--- src/rtl/dmem_arbiter_if.sv ---
// Bundle of the two requester ports, the single-port memory side and the busy flag
// for dmem_arbiter. slave = arbiter side, master = requesters plus memory.
interface dmem_arbiter_if #(
    parameter int ADDR_W = 64,
    parameter int DATA_W = 64
);
    logic              req0_valid;
    logic              req0_we;
    logic [ADDR_W-1:0] req0_addr;
    logic [DATA_W-1:0] req0_wdata;
    logic              req0_ready;
    logic              resp0_valid;
    logic [DATA_W-1:0] resp0_rdata;
    logic              resp0_err;

    logic              req1_valid;
    logic              req1_we;
    logic [ADDR_W-1:0] req1_addr;
    logic [DATA_W-1:0] req1_wdata;
    logic              req1_ready;
    logic              resp1_valid;
    logic [DATA_W-1:0] resp1_rdata;
    logic              resp1_err;

    logic [ADDR_W-1:0] mem_adr;
    logic [DATA_W-1:0] mem_datain;
    logic              mem_w;
    logic              mem_r;
    logic [DATA_W-1:0] mem_dataout;
    logic              busy;

    modport slave (
        input  req0_valid, req0_we, req0_addr, req0_wdata,
        input  req1_valid, req1_we, req1_addr, req1_wdata,
        input  mem_dataout,
        output req0_ready, resp0_valid, resp0_rdata, resp0_err,
        output req1_ready, resp1_valid, resp1_rdata, resp1_err,
        output mem_adr, mem_datain, mem_w, mem_r, busy
    );

    modport master (
        output req0_valid, req0_we, req0_addr, req0_wdata,
        output req1_valid, req1_we, req1_addr, req1_wdata,
        output mem_dataout,
        input  req0_ready, resp0_valid, resp0_rdata, resp0_err,
        input  req1_ready, resp1_valid, resp1_rdata, resp1_err,
        input  mem_adr, mem_datain, mem_w, mem_r, busy
    );
endinterface

--- src/rtl/dmem_arbiter.sv ---
// Two-port round-robin arbiter and sequencer for the single-port 64-bit data memory.
// Fixed timing: accept, one ACCESS cycle, one RESP cycle; range errors never touch memory.
module dmem_arbiter #(
    parameter int MEM_BYTES = 32,
    parameter int ADDR_W    = 64,
    parameter int DATA_W    = 64
) (
    input logic           clk,
    input logic           rst,
    dmem_arbiter_if.slave bus
);
    typedef enum logic [1:0] {
        IDLE   = 2'd0,
        ACCESS = 2'd1,
        RESP   = 2'd2
    } state_t;

    localparam logic [ADDR_W-1:0] MAX_ADDR = ADDR_W'(MEM_BYTES - 8);

    state_t            state_q, state_d;
    logic              last_gnt_q, last_gnt_d;
    logic              port_q, port_d;
    logic              we_q, we_d;
    logic [ADDR_W-1:0] addr_q, addr_d;
    logic [DATA_W-1:0] wdata_q, wdata_d;
    logic              err_q, err_d;
    logic [DATA_W-1:0] rdata_q, rdata_d;

    logic              gnt;
    logic              accept;
    logic              in_access;
    logic              in_resp;
    logic [ADDR_W-1:0] sel_addr;

    // Ties go to the port not served last; a lone requester always wins.
    always_comb begin
        gnt = 1'b0;
        if (bus.req0_valid && bus.req1_valid) begin
            gnt = ~last_gnt_q;
        end else if (bus.req1_valid) begin
            gnt = 1'b1;
        end
    end

    assign accept         = (state_q == IDLE) && (bus.req0_valid || bus.req1_valid);
    assign bus.req0_ready = accept && !gnt;
    assign bus.req1_ready = accept && gnt;
    assign sel_addr       = gnt ? bus.req1_addr : bus.req0_addr;

    always_comb begin
        state_d    = state_q;
        last_gnt_d = last_gnt_q;
        port_d     = port_q;
        we_d       = we_q;
        addr_d     = addr_q;
        wdata_d    = wdata_q;
        err_d      = err_q;
        rdata_d    = rdata_q;
        case (state_q)
            IDLE: begin
                if (accept) begin
                    state_d    = ACCESS;
                    last_gnt_d = gnt;
                    port_d     = gnt;
                    we_d       = gnt ? bus.req1_we : bus.req0_we;
                    addr_d     = sel_addr;
                    wdata_d    = gnt ? bus.req1_wdata : bus.req0_wdata;
                    err_d      = sel_addr > MAX_ADDR;
                end
            end
            ACCESS: begin
                state_d = RESP;
                // mem_dataout floats unless mem_r is high, so only sample on a legal read.
                rdata_d = (!we_q && !err_q) ? bus.mem_dataout : '0;
            end
            RESP: begin
                state_d = IDLE;
            end
            default: begin
                state_d = IDLE;
            end
        endcase
    end

    always_ff @(posedge clk or posedge rst) begin
        if (rst) begin
            state_q    <= IDLE;
            last_gnt_q <= 1'b1;
            port_q     <= 1'b0;
            we_q       <= 1'b0;
            addr_q     <= '0;
            wdata_q    <= '0;
            err_q      <= 1'b0;
            rdata_q    <= '0;
        end else begin
            state_q    <= state_d;
            last_gnt_q <= last_gnt_d;
            port_q     <= port_d;
            we_q       <= we_d;
            addr_q     <= addr_d;
            wdata_q    <= wdata_d;
            err_q      <= err_d;
            rdata_q    <= rdata_d;
        end
    end

    // Memory strobes decode from state so an async reset kills a pending write at once.
    assign in_access      = (state_q == ACCESS);
    assign in_resp        = (state_q == RESP);
    assign bus.mem_adr    = in_access ? addr_q : '0;
    assign bus.mem_datain = in_access ? wdata_q : '0;
    assign bus.mem_w      = in_access && we_q && !err_q;
    assign bus.mem_r      = in_access && !we_q && !err_q;

    assign bus.resp0_valid = in_resp && !port_q;
    assign bus.resp0_rdata = (in_resp && !port_q) ? rdata_q : '0;
    assign bus.resp0_err   = in_resp && !port_q && err_q;
    assign bus.resp1_valid = in_resp && port_q;
    assign bus.resp1_rdata = (in_resp && port_q) ? rdata_q : '0;
    assign bus.resp1_err   = in_resp && port_q && err_q;

    assign bus.busy = (state_q != IDLE);
endmodule

--- src/flat_wrapper.sv ---
// flat-port wrapper written by rule: the top's interface ports become plain ports
module dmem_arbiter_flat 
#(
    parameter int MEM_BYTES = 32,
    parameter int ADDR_W    = 64,
    parameter int DATA_W    = 64
)
  (clk, rst, bus_req0_valid, bus_req0_we, bus_req0_addr, bus_req0_wdata, bus_req1_valid, bus_req1_we, bus_req1_addr, bus_req1_wdata, bus_mem_dataout, bus_req0_ready, bus_resp0_valid, bus_resp0_rdata, bus_resp0_err, bus_req1_ready, bus_resp1_valid, bus_resp1_rdata, bus_resp1_err, bus_mem_adr, bus_mem_datain, bus_mem_w, bus_mem_r, bus_busy);
  dmem_arbiter_if #(.ADDR_W(ADDR_W), .DATA_W(DATA_W)) bus_i ();
  input logic clk;
  input logic rst;
  input wire logic [$bits(bus_i.req0_valid)-1:0] bus_req0_valid;
  input wire logic [$bits(bus_i.req0_we)-1:0] bus_req0_we;
  input wire logic [$bits(bus_i.req0_addr)-1:0] bus_req0_addr;
  input wire logic [$bits(bus_i.req0_wdata)-1:0] bus_req0_wdata;
  input wire logic [$bits(bus_i.req1_valid)-1:0] bus_req1_valid;
  input wire logic [$bits(bus_i.req1_we)-1:0] bus_req1_we;
  input wire logic [$bits(bus_i.req1_addr)-1:0] bus_req1_addr;
  input wire logic [$bits(bus_i.req1_wdata)-1:0] bus_req1_wdata;
  input wire logic [$bits(bus_i.mem_dataout)-1:0] bus_mem_dataout;
  output wire logic [$bits(bus_i.req0_ready)-1:0] bus_req0_ready;
  output wire logic [$bits(bus_i.resp0_valid)-1:0] bus_resp0_valid;
  output wire logic [$bits(bus_i.resp0_rdata)-1:0] bus_resp0_rdata;
  output wire logic [$bits(bus_i.resp0_err)-1:0] bus_resp0_err;
  output wire logic [$bits(bus_i.req1_ready)-1:0] bus_req1_ready;
  output wire logic [$bits(bus_i.resp1_valid)-1:0] bus_resp1_valid;
  output wire logic [$bits(bus_i.resp1_rdata)-1:0] bus_resp1_rdata;
  output wire logic [$bits(bus_i.resp1_err)-1:0] bus_resp1_err;
  output wire logic [$bits(bus_i.mem_adr)-1:0] bus_mem_adr;
  output wire logic [$bits(bus_i.mem_datain)-1:0] bus_mem_datain;
  output wire logic [$bits(bus_i.mem_w)-1:0] bus_mem_w;
  output wire logic [$bits(bus_i.mem_r)-1:0] bus_mem_r;
  output wire logic [$bits(bus_i.busy)-1:0] bus_busy;
  assign bus_i.req0_valid = bus_req0_valid;
  assign bus_i.req0_we = bus_req0_we;
  assign bus_i.req0_addr = bus_req0_addr;
  assign bus_i.req0_wdata = bus_req0_wdata;
  assign bus_i.req1_valid = bus_req1_valid;
  assign bus_i.req1_we = bus_req1_we;
  assign bus_i.req1_addr = bus_req1_addr;
  assign bus_i.req1_wdata = bus_req1_wdata;
  assign bus_i.mem_dataout = bus_mem_dataout;
  assign bus_req0_ready = bus_i.req0_ready;
  assign bus_resp0_valid = bus_i.resp0_valid;
  assign bus_resp0_rdata = bus_i.resp0_rdata;
  assign bus_resp0_err = bus_i.resp0_err;
  assign bus_req1_ready = bus_i.req1_ready;
  assign bus_resp1_valid = bus_i.resp1_valid;
  assign bus_resp1_rdata = bus_i.resp1_rdata;
  assign bus_resp1_err = bus_i.resp1_err;
  assign bus_mem_adr = bus_i.mem_adr;
  assign bus_mem_datain = bus_i.mem_datain;
  assign bus_mem_w = bus_i.mem_w;
  assign bus_mem_r = bus_i.mem_r;
  assign bus_busy = bus_i.busy;
  dmem_arbiter #(.MEM_BYTES(MEM_BYTES), .ADDR_W(ADDR_W), .DATA_W(DATA_W)) u_core (.clk(clk), .rst(rst), .bus(bus_i));
endmodule
--- config.mk ---
export PLATFORM = sky130hd
export DESIGN_NAME = dmem_arbiter_flat
export DESIGN_NICKNAME = d
export VERILOG_FILES = /design/src/rtl/dmem_arbiter_if.sv /design/src/rtl/dmem_arbiter.sv /design/src/flat_wrapper.sv
export SDC_FILE = /design/constraint.sdc
export NUM_CORES = 1
export LEC_CHECK = 0
export CAP_MARGIN = 20
export CORE_AREA = 2 2 233 235
export DETAILED_ROUTE_END_ITERATION = 10
export DIE_AREA = 0 0 235 237
export SYNTH_ARGS = -nofsm -noshare
export SYNTH_HDL_FRONTEND = slang
export SYNTH_SLANG_ARGS = --single-unit
--- constraint.sdc ---
create_clock -name clk -period 13 [get_ports clk]
set_input_delay 1.95 -clock clk [delete_from_list [all_inputs] [get_ports clk]]
set_output_delay 1.95 -clock clk [all_outputs]
set_load 0.03 [all_outputs]
---- Word level (Yosys, flattened, before mapping) ----
Index checks and enable logic that the tools add are counted.
storage, ports and cells
  register bits ........................... 198
  word-level logic and storage cells ...... 46
operators by class
  order comparisons ....................... 1
  eq/ne operators ......................... 3
  multiplexer cells ....................... 12
  bitwise gates (word level) .............. 1
  reduce and logical (&&, ||, !) cells .... 21
operators by type and width
  operator                                                                          number
  64-bit 2-to-1 mux                                                                 7
  64-bit by 5-bit greater-than comparator with 1-bit output, second input constant  1
  1-bit logical AND                                                                 13
  1-bit zero test                                                                   4
  2-bit one-hot mux with 2 select lines                                             1
  1-bit 2-to-1 mux                                                                  3
  2-bit by 1-bit == test with 1-bit output, second input constant                   1
  2-bit == test, second input constant                                              1
  2-bit zero test                                                                   1
  2-bit 2-to-1 mux                                                                  1
  2-bit by 1-bit inequality test with 1-bit output, second input constant           1
  2-bit AND reduction                                                               1
  2-bit nonzero test                                                                1
  1-bit logical OR                                                                  1
  1-bit inverter                                                                    1

---- Logic depth before layout (Yosys ltp) ----
Gate-level depths: netlist of the first run.
  depth in word-level cells ............... 4
  mapped depth ............................ 8

---- Least setup slack after synthesis of the first run ----
No wires, ideal clock.
  path type ............................... input-to-output
  from .................................... input port bus_req0_valid
  to ...................................... output port bus_req0_ready
  arrival ................................. 2.885 ns
  data required time ...................... 11.050 ns
  slack ................................... 8.165 ns
  stages on the path ...................... 5
  path through ............................ nand2_1 and2_1 buf_2 clkbuf_1 nor2_1
on the way
  word-level cells in the longest chain between the ends .. 4
RTL lines
  item                 line                text
  start, declared      flat_wrapper.sv:12  input wire logic [$bits(bus_i.req0_valid)-1:0] bus_req0_valid;
  1-bit logical AND    dmem_arbiter.sv:38  if (bus.req0_valid && bus.req1_valid) begin
  1-bit 2-to-1 mux     dmem_arbiter.sv:38
  1-bit zero test      dmem_arbiter.sv:46  assign bus.req0_ready = accept && !gnt;
  1-bit logical AND *  dmem_arbiter.sv:46
  end, declared        flat_wrapper.sv:21  output wire logic [$bits(bus_i.req0_ready)-1:0] bus_req0_ready;
Mark *: on every way between the ends. The rest lies on a longest branch, timed or not.

---- Worst setup path after layout of the first run ----
  from .................................... input port bus_req1_valid
  to ...................................... output port bus_req1_ready
on the way
  word-level cells in the longest chain between the ends .. 3
RTL lines
  item                                                   line                                    text
  start, declared                                        flat_wrapper.sv:16                      input wire logic [$bits(bus_i.req1_valid)-1:0] bus_req1_valid;
  1-bit 2-to-1 mux, or another cell as far along         dmem_arbiter.sv:40                      end else if (bus.req1_valid) begin
  1-bit 2-to-1 mux or 1-bit logical AND (tied branches)  dmem_arbiter.sv:38, dmem_arbiter.sv:45
  1-bit logical AND *                                    dmem_arbiter.sv:47                      assign bus.req1_ready = accept && gnt;
  end, declared                                          flat_wrapper.sv:25                      output wire logic [$bits(bus_i.req1_ready)-1:0] bus_req1_ready;
Marked as above.

==> results.cfg, run 1 <==
[synthesis]
yosysSeqAreaShare_pct = 47.4
yosys.area.top_type = dfrtp_1
synth.area.top_cells = dfrtp_1, and2_1, nand2_1, a31oi_1, a22o_1
synth-async-reset-ratio_pct = 100
ys_seq_elements = 198
synth-main-ff-cell = dfrtp_1
synth_nets = 1530
synth_warnings = 0
syn_inst = 1204
netlist.area_leader.share_pct = 47.1
synth_area_sq_mm = 0.0105
syn_area_per_cell_sq_um = 8.69
synth_edf_count = 0
synthDistinctLibCells = 34

[clock_network]
post-cts-setup-buffers = 0
clk-insertion-delay-late_ns = 0.48
h-tree-depth = 4
holdBufCountCts = 0
cts_buffer_depth = 2
numCtsBuffers = 17
cts_root_buffer = clkbuf_16
cts_resized = 0
cts.sinks = 198
cts_tree = yes
cts.clk_slew.worst_paths_ns = 0.08

[critical_path]
cp_num_buf_inv = 2
crit_cells = 4
endpoint_kind = primary output
worstPathCellList = clkdlybuf4s50_1 -> nand2_4 -> nor2_1 -> clkdlybuf4s50_1
crit_fanout = 56
setup.worst_path.start_class = input port
crit_top_cell = clkdlybuf4s50_1
crit_slowest_cell = clkdlybuf4s50_1
crit_type = in -> out
critPathMaxStageDelay_ns = 0.73
cp_top_family = buffers and inverters
r2r.worst_path.cells = 7
arrival_ns = 3.96
crit_required_ns = 11.05

[cells_and_area]
nets = 2051
final_common_cell = clkdlybuf4s50_1
drive_above_1_share_pct = 5.35
multiInputGateArea_sq_mm = 0.00502
final_cell_mix = clkdlybuf4s50_1, nand2_1, and2_1, dfrtp_1, nor2_1
area_growth_pct = 67.5
seqCellArea_sq_mm = 0.00496
fill_cells = 5530

[sta]
setup_violations = 0
fmax_mhz = 169
hold_ws_ns = 0.518
fin_skew_ns = 0.0152
setup_tns_ns = 0
final.setup.worst_slack_ns = 7.09
post-route-period-util_pct = 45.5
final_hold_viol_count = 0
period_needed_ns = 5.91
relSlewSlack_pct = 34.0
worst_pin_slew_ns = 0.991
report.final.slew_viol_count = 0
rsz0062_at_grt = no

[global_routing]
overflow = 0
first_global_vias = 10695
grt_max_degree = 135
antenna_found_initial = 2
grt_pass1_wl_mm = 64.4
grt.total_usage_pct = 15.0

[detailed_routing]
wl_per_cell_microns = 17.6
drt-pass1-iter-count = 5
antenna_left = 0
vias_per_cell = 4.39
drc = 0
wl_met1_mm = 17.6
wl_met3_mm = 3.07
routed_wl_mm = 42.9
met2_length_mm = 20.7
num_vias = 10681
initialDrtViolationCount = 489
top_layer_used = met4

[worst_hold_path]
hp-class = reg -> reg
min_path_cells = 1

[die]
core_sq_mm = 0.0533
fp-row-count = 85
die_w_microns = 235
design.die.area_sq_mm = 0.0557
io_pins = 591
start_util_pct = 19.6
die_h_microns = 237

[pwr]
power_density_mw_per_mm2 = 180
p_leak_nw = 6.98
max-vdd-ir-drop_mv = 0.128

[placed_design]
place.gp.congestion = 0.874
post-place-ws_ns = 7.08
hpwlAfterDp_mm = 31.7
io_buffers = 590

[run]
cap_violations = 0

[outcome]
status = finished, final reports clean
synthesized netlist by cell type, types with 2 or more instances:
master / number
clkbuf_1: 62
a31oi_1: 109
and2_1: 259
buf_6: 4
nor4_1: 25
inv_1: 2
buf_1: 2
nor3_1: 4
a22o_1: 64
a31oi_2: 20
or2_1: 2
nor3b_1: 2
buf_4: 5
nand4_1: 7
a21o_1: 2
nand2_1: 260
o21ai_0: 2
buf_2: 24
nor2_1: 116
dfrtp_1: 197
nand3_1: 2
nor2_2: 20
buf_8: 2
o311ai_0: 2
final cells by class:
| class | count | area share (%) |
|---|---|---|
| Tap cell | 696 | 4.97 |
| Inverter | 3 | 0.157 |
| Clock inverter | 11 | 0.900 |
| Clock buffer | 21 | 2.68 |
| Sequential cell | 198 | 28.3 |
| Multi-Input combinational cell | 903 | 28.7 |
| Antenna cell | 1 | 0.0143 |
| Timing Repair Buffer | 602 | 34.3 |
logic make-up after synthesis:
kind of cell	Yosys count	share of synthesized area (%)
buffers and inverters	103	4.83
flip-flops	198	47.4
AND/OR/NAND/NOR	702	33.0
AO/OA/AOI/OAI	201	14.8
metal layers:
layer | up-vias | track usage [%]
met5 | - | 0
met4 | 0 | 6.58
met3 | 59 | 4.83
met2 | 474 | 25.0
met1 | 5071 | 17.6
li1 | 5077 | -
power by group:
group	leakage, nW	switching, W	internal, W
Clock	0.307	0.000264	0.000322
Sequential	2.39	0.000117	0.000828
Combinational	4.28	0.000971	0.000655
registers in the layout (all words and copies together) (netlist names):
name and flops:
u_core.addr_q 64, u_core.err_q 1, u_core.last_gnt_q 1, u_core.port_q 1, u_core.rdata_q 64, u_core.state_q 2, u_core.wdata_q 64, u_core.we_q 1
final timing paths:
| path | from | endpoint | slack [ns] |
|---|---|---|---|
| worst max-delay path | bus_req1_valid | bus_req1_ready | 7.09 |
| worst min-delay path | u_core.last_gnt_q | u_core.last_gnt_q | 0.52 |
| worst max register to register | u_core.state_q[0] | u_core.wdata_q[45] | 9.51 |
| worst min register to register | u_core.last_gnt_q | u_core.last_gnt_q | 0.52 |
| max in group asynchronous | rst | u_core.addr_q[55] | 9.68 |
| min in group asynchronous | rst | u_core.rdata_q[50] | 1.95 |
per-stage QoR:
stage / area [sq um] / cells / utilization [%] / power (W)
3_3_place_gp: 16900 / 2401 / 31.7 / 0.00256
2_1_floorplan: 10500 / 1204 / - / 0.00196
6_report: 17500 / 2435 / 32.9 / 0.00316
3_5_place_dp: 16900 / 2401 / 31.7 / 0.00258
5_1_grt: 17500 / 2435 / 32.9 / 0.00335
4_1_cts: 17500 / 2433 / 32.8 / 0.00319
Power figures use the tool's default switching activity.
==> run 2, diff against run 1 <==
==> constraint.sdc (replaced) <==
create_clock -name clk -period 5.4 [get_ports clk]
set_input_delay 0.81 -clock clk [delete_from_list [all_inputs] [get_ports clk]]
set_output_delay 0.81 -clock clk [all_outputs]
set_load 0.03 [all_outputs]
==> run 2 against run 1 <==
Against the previous run: core utilization shrank 0.11 points; final area shrank 0.33%; register-to-register slack lost 6.7 ns; global-route usage grew 0.34 points; first-iteration DRC count grew 5.1%; combinational power grew 140%; clock-buffer cell count shrank 1; sequential power grew 150%; die area is the same; highest routed layer is now met5.
==> results.cfg, run 2 (synthesis gave the netlist of run 1 again) <==
[outcome]
status = finished, final reports clean

[clock_network]
post-cts-setup-buffers = 0
numCtsBuffers = 17
h-tree-depth = 4
cts_tree = yes
cts.clk_slew.worst_paths_ns = 0.08
clk-insertion-delay-late_ns = 0.48
cts.sinks = 198
holdBufCountCts = 0
cts_resized = 0
cts_root_buffer = clkbuf_16
cts_buffer_depth = 2

[critical_path]
cp-startpoint = u_core.state_q[1]
crit_required_ns = 4.59
critPathMaxStageDelay_ns = 0.67
arrival_ns = 3.12
worstPathCellList = nand2b_2 -> clkinv_2 -> buf_4 -> and2_1 -> clkdlybuf4s50_1
regToRegSetupSlack_ns = 2.78
cp_top_family = buffers and inverters
endpoint_kind = primary output
crit_fanout = 66
crit_type = reg -> out
setup.worst_path.start_class = flop
r2r.worst_path.cells = 6
cp_num_buf_inv = 3
crit_cells = 5
timing.rr.start = u_core.last_gnt_q
endpoint = bus_mem_datain[34]
crit_slowest_cell = clkdlybuf4s50_1
r2r_end = u_core.err_q

[global_routing]
first_global_vias = 10710
grt.total_usage_pct = 15.3
grt_pass1_wl_mm = 65.5
grt_max_degree = 111
antenna_found_initial = 2
overflow = 0

[pwr]
power_density_mw_per_mm2 = 428
p_leak_nw = 6.94
p_total_w = 0.00747
max-vdd-ir-drop_mv = 0.249

[sta]
relSlewSlack_pct = 32.3
setup_violations = 0
setup_tns_ns = 0
report.final.slew_viol_count = 0
fmax_mhz = 254
worst_pin_slew_ns = 1.01
final_hold_viol_count = 0
period_needed_ns = 3.93
post-route-period-util_pct = 72.8
rsz0062_at_grt = no
fin_skew_ns = 0.0132

[cells_and_area]
nets = 2052
area_growth_pct = 67.0
final_common_cell = clkdlybuf4s50_1
final_cell_mix = clkdlybuf4s50_1, nand2_1, and2_1, dfrtp_1, nor2_1
reg_top3 = u_core.addr_q x64, u_core.rdata_q x64, u_core.wdata_q x64
drive_above_1_share_pct = 5.41

[placed_design]
hpwlAfterDp_mm = 32.9
place.gp.congestion = 0.891
io_buffers = 590

[detailed_routing]
num_vias = 10732
initialDrtViolationCount = 514
drc = 0
antenna_left = 0
wl_per_cell_microns = 17.9
drt-pass1-iter-count = 5
vias_per_cell = 4.41
routed_wl_mm = 43.6

[die]
die_w_microns = 235
start_util_pct = 19.6
design.die.area_sq_mm = 0.0557
die_h_microns = 237
fp-row-count = 85
io_pins = 591
core_sq_mm = 0.0533

[worst_hold_path]
hp-class = reg -> reg

[run]
cap_violations = 0
[run 2: worst min-delay path by stage]
stage	from	to	slack, ns	cells past startpoint
after CTS	u_core.last_gnt_q	u_core.last_gnt_q	0.52	1
after detailed placement	u_core.rdata_q[18]	u_core.rdata_q[18]	0.50	1
final	u_core.last_gnt_q	u_core.last_gnt_q	0.52	1
after global placement	u_core.rdata_q[54]	u_core.rdata_q[54]	0.49	1
after global routing	u_core.rdata_q[8]	u_core.rdata_q[8]	0.53	1
after floorplan	u_core.port_q	u_core.port_q	0.47	1
[run 2: routing by layer]
metal	wire length (microns)	track usage, %
met5	13	0
met4	1270	5.96
met3	3120	4.56
met2	21400	25.8
met1	17800	18.3
[run 2: layout make-up]
class,count,area (sq um)
fill,5532,35800
timing repair buffer,603,6040
multi-input combinational,903,5020
sequential,198,4960
tap,696,871
clock buffer,20,457
clock inverter,12,92.6
inverter,3,23.8
antenna,1,2.50
[run 2: report_power, final]
part           internal, W  switching, W  leakage (nW)
combinational      0.00158       0.00231          4.28
clock             0.000620      0.000630         0.260
sequential         0.00200      0.000341          2.39
[run 2: through the flow]
| stage | hold WS, ns | utilization [%] | cell area [sq um] | std cells | setup slack [ns] |
|---|---|---|---|---|---|
| detailed placement | 0.500 | 31.7 | 16900 | 2403 | 1.69 |
| floorplan | 0.466 | - | 10500 | 1204 | 2.03 |
| CTS | 0.520 | 32.8 | 17500 | 2435 | 1.31 |
| global route | 0.532 | 32.8 | 17500 | 2435 | 1.21 |
| global placement | 0.493 | 31.7 | 16900 | 2403 | 1.70 |
| finish | 0.517 | 32.8 | 17500 | 2436 | 1.47 |
==> run 3, diff against run 2 <==
==> constraint.sdc (replaced) <==
create_clock -name clk -period 4 [get_ports clk]
set_input_delay 0.6 -clock clk [delete_from_list [all_inputs] [get_ports clk]]
set_output_delay 0.6 -clock clk [all_outputs]
set_load 0.03 [all_outputs]
==> run 3 against run 2 <==
Against the previous run: core utilization grew 0.53 points; non-clock buffer count grew 17; routed wire length shrank 1.0%; worst hold slack lost 0.050 ns; highest routed layer is now met4; final cell count grew 0.66%; combinational power grew 40%; sequential power grew 32%; clock-buffer cell count shrank 1; die area is the same; clock skew shrank 0.00084 ns; final area grew 1.6%.
==> results.cfg, run 3 (synthesis gave the netlist of run 1 again) <==
[critical_path]
endpoint_kind = primary output
r2r_end = u_core.rdata_q[30]
crit_type = reg -> out
cp_top_family = simple AND/OR/NAND/NOR gates
worstPathCellList = and3b_2 -> and2_1 -> clkdlybuf4s50_1
crit_slowest_cell = and3b_2
critPathMaxStageDelay_ns = 0.88
arrival_ns = 2.82
cp_num_buf_inv = 1
crit_required_ns = 3.40
regToRegSetupSlack_ns = 1.81
timing.rr.start = u_core.state_q[1]
r2r.worst_path.cells = 5
crit_fanout = 66
setup.worst_path.start_class = flop

[clock_network]
cts_tree = yes
clk-insertion-delay-late_ns = 0.48
h-tree-depth = 4
cts_resized = 0
post-cts-setup-buffers = 0
cts_buffer_depth = 2
cts.sinks = 198
holdBufCountCts = 0
cts_root_buffer = clkbuf_16
cts.clk_slew.worst_paths_ns = 0.07
numCtsBuffers = 17

[die]
start_util_pct = 19.6
die_h_microns = 237
fp-row-count = 85
core_sq_mm = 0.0533
die_w_microns = 235
io_pins = 591
design.die.area_sq_mm = 0.0557

[cells_and_area]
drive_above_1_share_pct = 6.26
postLayoutCoreUtil_pct = 33.3
fin_cells = 2452
final_cell_mix = clkdlybuf4s50_1, nand2_1, and2_1, dfrtp_1, nor2_1
reg_top3 = u_core.addr_q x64, u_core.rdata_q x64, u_core.wdata_q x64
final_common_cell = clkdlybuf4s50_1
diodes = 0
area_growth_pct = 69.6
nets = 2069
fill_cells = 5424

[sta]
fin_skew_ns = 0.0123
relSlewSlack_pct = 33.9
post-route-period-util_pct = 85.4
report.final.slew_viol_count = 0
final_hold_viol_count = 0
fmax_mhz = 293
rsz0062_at_grt = no
setup_violations = 0
worst_pin_slew_ns = 0.992
setup_tns_ns = 0
period_needed_ns = 3.42

[global_routing]
overflow = 0
grt_max_degree = 134
first_global_vias = 10886
antenna_found_initial = 0
grt_pass1_wl_mm = 65.3
grt.total_usage_pct = 15.2

[detailed_routing]
initialDrtViolationCount = 566
routed_wl_mm = 43.2
wl_per_cell_microns = 17.6
drt-pass1-iter-count = 5
vias_per_cell = 4.44
antenna_left = 0
drc = 0
num_vias = 10887

[pwr]
power_density_mw_per_mm2 = 587
max-vdd-ir-drop_mv = 0.359
p_leak_nw = 7.08

[outcome]
status = finished, final reports clean

[placed_design]
place_inst = 2419
io_buffers = 590
place.gp.congestion = 0.918
hpwlAfterDp_mm = 32.9

[worst_hold_path]
hp-class = in -> async

[run]
cap_violations = 0
[run 3: changes by cell type in the layout (fill, tap and decap cells not counted), sizes merged]
cell,previous run,this run
clkinv,4,3
bufinv,0,4
clkbuf,20,19
diode,1,0
buf,13,30
inv,6,5
clkinvlp,5,4
[run 3: worst max path at each step]
stage / start / to / cells past startpoint
2_1_floorplan: rst / u_core.addr_q[0] / 1
3_3_place_gp: bus_req1_valid / bus_req0_ready / 5
3_5_place_dp: bus_req1_valid / bus_req0_ready / 5
4_1_cts: u_core.state_q[1] / bus_mem_datain[53] / 5
5_1_grt: u_core.state_q[1] / bus_mem_datain[1] / 5
6_report: u_core.state_q[0] / bus_resp1_rdata[53] / 3
[run 3: report_power, final]
part / total, W / internal (W) / switching [W]
combinational: 0.00544 / 0.00223 / 0.00321
sequential: 0.00310 / 0.00269 / 0.000403
clock: 0.00189 / 0.00106 / 0.000837
[run 3: per-stage QoR]
| stage | area [sq um] | total power, W | setup slack [ns] | hold WS [ns] |
|---|---|---|---|---|
| final | 17700 | 0.0104 | 0.583 | 0.467 |
| after detailed placement | 17100 | 0.00862 | 0.886 | 0.504 |
| after global routing | 17700 | 0.0111 | 0.384 | 0.452 |
| after floorplan | 10500 | 0.00637 | 0.840 | 0.466 |
| after CTS | 17700 | 0.0106 | 0.459 | 0.517 |
| after global placement | 17100 | 0.00855 | 0.840 | 0.499 |
[run 3: layout make-up]
cell class | instances | area, sq um | area share, %
timing repair buffer | 620 | 6240 | 35.2
multi-input combinational | 903 | 5020 | 28.3
sequential | 198 | 4960 | 27.9
tap | 696 | 871 | 4.91
clock buffer | 19 | 433 | 2.44
clock inverter | 13 | 198 | 1.11
inverter | 3 | 23.8 | 0.134
[run 3: metal layers]
metal	wire, microns	track usage, %
met1	17400	17.6
met2	20900	25.6
met3	3170	4.70
met4	1660	7.00
met5	0	0
==> RTL edit 1, RTL diff (config.mk and constraints of run 1) <==
`DATA_W` is set to 64 in 3 places; all go to 56.
--- a/src/rtl/dmem_arbiter_if.sv
+++ b/src/rtl/dmem_arbiter_if.sv
@@ -3,5 +3,5 @@
 interface dmem_arbiter_if #(
     parameter int ADDR_W = 64,
-    parameter int DATA_W = 64
+    parameter int DATA_W = 56
 );
     logic              req0_valid;
--- a/src/rtl/dmem_arbiter.sv
+++ b/src/rtl/dmem_arbiter.sv
@@ -4,5 +4,5 @@
     parameter int MEM_BYTES = 32,
     parameter int ADDR_W    = 64,
-    parameter int DATA_W    = 64
+    parameter int DATA_W    = 56
 ) (
     input logic           clk,
--- a/src/flat_wrapper.sv
+++ b/src/flat_wrapper.sv
@@ -4,5 +4,5 @@
     parameter int MEM_BYTES = 32,
     parameter int ADDR_W    = 64,
-    parameter int DATA_W    = 64
+    parameter int DATA_W    = 56
 )
   (clk, rst, bus_req0_valid, bus_req0_we, bus_req0_addr, bus_req0_wdata, bus_req1_valid, bus_req1_we, bus_req1_addr, bus_req1_wdata, bus_mem_dataout, bus_req0_ready, bus_resp0_valid, bus_resp0_rdata, bus_resp0_err, bus_req1_ready, bus_resp1_valid, bus_resp1_rdata, bus_resp1_err, bus_mem_adr, bus_mem_datain, bus_mem_w, bus_mem_r, bus_busy);
Interface: changed (6 resized); port bits go from 591 to 543. No check against the original RTL was run, so the function may have changed too.
==> RTL edit 1 against run 1 <==
Core utilization shrank 2.6 points; register-to-register slack lost 0.06 ns; sequential cell count shrank 16; area after synthesis shrank 9.2%; largest power group unchanged; setup slack lost 0.18 ns; cell count shrank 5.4%; critical path type unchanged; sequential power shrank 5.9%; total power shrank 4.6%; cell area shrank 7.8%; wire length grew 0.55%.
==> RTL edit 1: results (changes against run 1) <==
Global route
  • First-pass GRT wire length: 63.1 mm (was 64.4 mm)
  • Largest net degree at the start of global routing: 105 (was 135)
  • Vias in the first global route: 9801 (was 10700)
  • Total track usage: 0.151 (was 0.150)
  • Initial antenna violation count: 6 (was 2)

Timing
  • WHS: 0.514 ns (was 0.518 ns)
  • Setup Skew: 0.0163 ns (was 0.0152 ns)
  • Slew margin rel.: 0.264 (was 0.340)
  • Fin worst setup slack: 6.91 ns (was 7.09 ns)

Pwr
  • Clock group share of total power: 0.209 (was 0.186)
  • Leakage: 6.45 nW (was 6.98 nW)
  • Comb pwr: 1.49 mW (was 1.63 mW)
  • NetSw: 1.29 mW (was 1.35 mW)
  • Worst vdd ir: 103 uV (was 128 uV)

Status
  • Outcome: complete, no violations (unchanged)

Logic synthesis
  • Seq/Total Area, Yosys: 0.479 (was 0.474)
  • Synth Area in Compound Gates: 0.140 (was 0.148)
  • Top cells by area, synth: dfrtp_1 48%, and2_1 15%, nand2_1 9.6%, a31oi_1 8.0%, a22o_1 5.2% (was dfrtp_1 47%, and2_1 15%, nand2_1 9.3%, a31oi_1 6.5%, a22o_1 5.4%)
  • Top cells by count, synth: 243 x nand2_1, 234 x and2_1, 181 x dfrtp_1 (was 260 x nand2_1, 259 x and2_1, 197 x dfrtp_1)

Hold path
  • Hold endpoint: u_core.rdata_q[2]$_DFFE_PP0N_ (was u_core.last_gnt_q$_DFFE_PP1P_)
  • Hold path start: u_core.rdata_q[2]$_DFFE_PP0N_ (was u_core.last_gnt_q$_DFFE_PP1P_)
  • HP Class: reg2reg (unchanged)

Detailed routing
  • Uppermost layer routed: met5 (was met4)
  • Final WL: 43.1 mm (was 42.9 mm)
  • DR WL met2: 20.7 mm (about the same)
  • Drt first-iter violations: 512 (was 489)
  • Drt via density: 4.31 (was 4.39)
  • Met3 wire len: 3.30 mm (was 3.07 mm)

CTS
  • Resized cells post-CTS: 0 (unchanged)

Placement
  • RePlAce Congestion: 0.845 (was 0.874)
  • HPWL after DPL: 32.5 mm (was 31.7 mm)
  • Setup WS pre-CTS: 6.83 ns (was 7.08 ns)
  • Area after DPL: 0.0155 mm^2 (was 0.0169 mm^2)
  • Count of input and output buffers: 542 (was 590)

Worst setup path
  • Reg2reg setup slack: 9.45 ns (was 9.51 ns)
  • Worst Path Max Fanout: 82 (was 56)
  • CP arrival: 4.14 ns (was 3.96 ns)
  • Critical path's slowest cell: buf_4 (was clkdlybuf4s50_1)
  • Setup crit end: bus_req0_ready (was bus_req1_ready)
  • RR Endpoint: u_core.addr_q[54]$_DFFE_PP0P_ (was u_core.wdata_q[45]$_DFFE_PP0P_)

Final layout
  • Ant diodes: 0 (was 1)
  • Fillers: 5623 (was 5530)
## RTL edit 1: final cells by class
cell class | count | share of cell area
clock buffer | 17 | 0.0263
tap | 696 | 0.0539
inverter | 3 | 0.00155
sequential | 182 | 0.282
clock inverter | 15 | 0.0162
timing repair buffer | 554 | 0.341
multi-input combinational | 837 | 0.279
## RTL edit 1: cell families (layout without fill, tap and decap cells)
kind of cell / after synthesis / count (layout)
simple gates: 650 / 650
compound gates: 187 / 187
flops: 182 / 182
buf+inv: 94 / 589
## RTL edit 1: layer usage
| layer | GRT usage | vias to the layer above |
|---|---|---|
| met2 | 0.252 | 436 |
| met4 | 0.0445 | 4 |
| met1 | 0.186 | 4744 |
| met3 | 0.0480 | 47 |
| li1 | - | 4706 |
| met5 | 0 | - |
## RTL edit 1: through the flow
step,power [mW],cells,util
floorplan,1.79,1113,-
global placement,2.40,2272,0.290
detailed placement,2.41,2272,0.290
CTS,3.06,2304,0.303
global route,3.20,2304,0.303
finish,3.01,2304,0.303
==> RTL edit 2, RTL diff (flow settings as in run 1) <==
Without the edit above. Encoding of `state_t`: now one-hot (3 bits for 3 states).
--- a/src/rtl/dmem_arbiter.sv
+++ b/src/rtl/dmem_arbiter.sv
@@ -10,8 +10,8 @@
     dmem_arbiter_if.slave bus
 );
-    typedef enum logic [1:0] {
-        IDLE   = 2'd0,
-        ACCESS = 2'd1,
-        RESP   = 2'd2
+    typedef enum logic [2:0] {
+        IDLE   = 3'b001,
+        ACCESS = 3'b010,
+        RESP   = 3'b100
     } state_t;
 
Check against the original RTL: same outputs for any inputs over 4 cycles, from zero or initial values and one cycle with rst high; so few cycles prove little.
==> RTL edit 2 against run 1 <==
Wire length hardly changed; sequential cell count is 1 higher; area after synthesis is 4.0% lower; total power is 14% lower; cell count is 5.3% lower; cell area is 1.8% lower; first-iteration DRC count is 57% higher; highest routed layer unchanged; largest cell class unchanged; register-to-register slack better by 0.52 ns; largest power group unchanged; setup slack worse by 0.66 ns; clock power is 4.6% higher.
==> RTL edit 2: results (changes against run 1) <==
Global route
  • Met3 GRT Util: 0.0438 (was 0.0483)
  • Met2 usage: 0.251 (was 0.250)
  • Total track usage: 0.152 (was 0.150)
  • Initial antenna violation count: 1 (was 2)

Placement
  • Setup WS pre-CTS: 6.42 ns (was 7.08 ns)
  • HPWL after DPL: 31.4 mm (was 31.7 mm)
  • RePlAce Congestion: 0.873 (was 0.874)

Pwr
  • Leakage: 7.16 nW (was 6.98 nW)
  • Worst vdd ir: 87.8 uV (was 128 uV)

Detailed routing
  • Final WL: 42.9 mm (about the same)
  • Vias: 10200 (was 10700)
  • DR WL met2: 20.9 mm (was 20.7 mm)
  • Met3 wire len: 3.00 mm (was 3.07 mm)
  • Drt pass-1 iters: 9 (was 5)
  • Drt via density: 4.43 (was 4.39)
  • Drt first-iter violations: 766 (was 489)

Timing
  • Slew margin rel.: 0.357 (was 0.340)
  • Setup Skew: 0.0192 ns (was 0.0152 ns)

Worst setup path
  • Worst Path Max Fanout: 68 (was 56)
  • CP arrival: 4.62 ns (was 3.96 ns)
  • Max incr delay on CP: 0.82 ns (was 0.73 ns)

Final layout
  • # nets final: 1922 (was 2051)
  • Ant diodes: 0 (was 1)
  • Layout cell share with drive strength beyond 1: 0.0379 (was 0.0535)

Logic synthesis
  • Top cells by count, synth: 258 x and2_1, 197 x dfrtp_1, 128 x nand2_1 (was 260 x nand2_1, 259 x and2_1, 197 x dfrtp_1)
  • Syn Nets: 1390 (was 1530)
  • Top cells by area, synth: dfrtp_1 49%, and2_1 16%, a222oi_1 6.5%, a22o_1 5.6%, nand2_1 4.8% (was dfrtp_1 47%, and2_1 15%, nand2_1 9.3%, a31oi_1 6.5%, a22o_1 5.4%)
  • Mapped Cells: 1064 (was 1204)
  • Seq/Total Area, Yosys: 0.496 (was 0.474)

Status
  • Outcome: complete, no violations (unchanged)
==> RTL edit 2: layout make-up <==
type / count / area, um^2
Sequential cell: 199 / 4980
Fill cell: 5500 / 36100
Tap cell: 696 / 871
Clock buffer: 19 / 453
Timing Repair Buffer: 605 / 6040
Multi-Input combinational cell: 705 / 4400
Inverter: 68 / 267
Clock inverter: 13 / 203
==> RTL edit 2: where the power goes <==
| part | leakage, nW | internal [mW] | switching (mW) |
|---|---|---|---|
| Clock | 0.319 | 0.338 | 0.275 |
| Sequential | 2.47 | 0.837 | 0.119 |
| Combinational | 4.37 | 0.485 | 0.676 |
| Total | 7.16 | 1.66 | 1.07 |
==> RTL edit 2: final timing paths <==
path / startpoint / end / slack, ns / cells after the start
setup / recovery: bus_req0_valid / bus_req0_ready / 6.43 / 6
hold / removal: u_core.addr_q[30]$_DFFE_PP0P_ / u_core.addr_q[30]$_DFFE_PP0P_ / 0.48 / 2
setup reg to reg: u_core.state_q[0]$_DFFE_PP1P_ / u_core.addr_q[63]$_DFFE_PP0P_ / 10.03 / 6
hold reg to reg: u_core.addr_q[30]$_DFFE_PP0P_ / u_core.addr_q[30]$_DFFE_PP0P_ / 0.48 / 2
max in group asynchronous: rst / u_core.wdata_q[2]$_DFFE_PP0P_ / 9.73 / 3
min in group asynchronous: rst / u_core.wdata_q[39]$_DFFE_PP0P_ / 1.93 / 2
==> RTL edit 2: cells by family (layout without fill, tap and decap cells) <==
kind of cell,after synthesis,in the layout,share of synthesized area
buffers and inverters,160,705,0.0712
flip-flops,199,199,0.496
multiplexers,1,1,0.000996
AND/OR/NAND/NOR,502,502,0.265
AO/OA/AOI/OAI,202,202,0.167
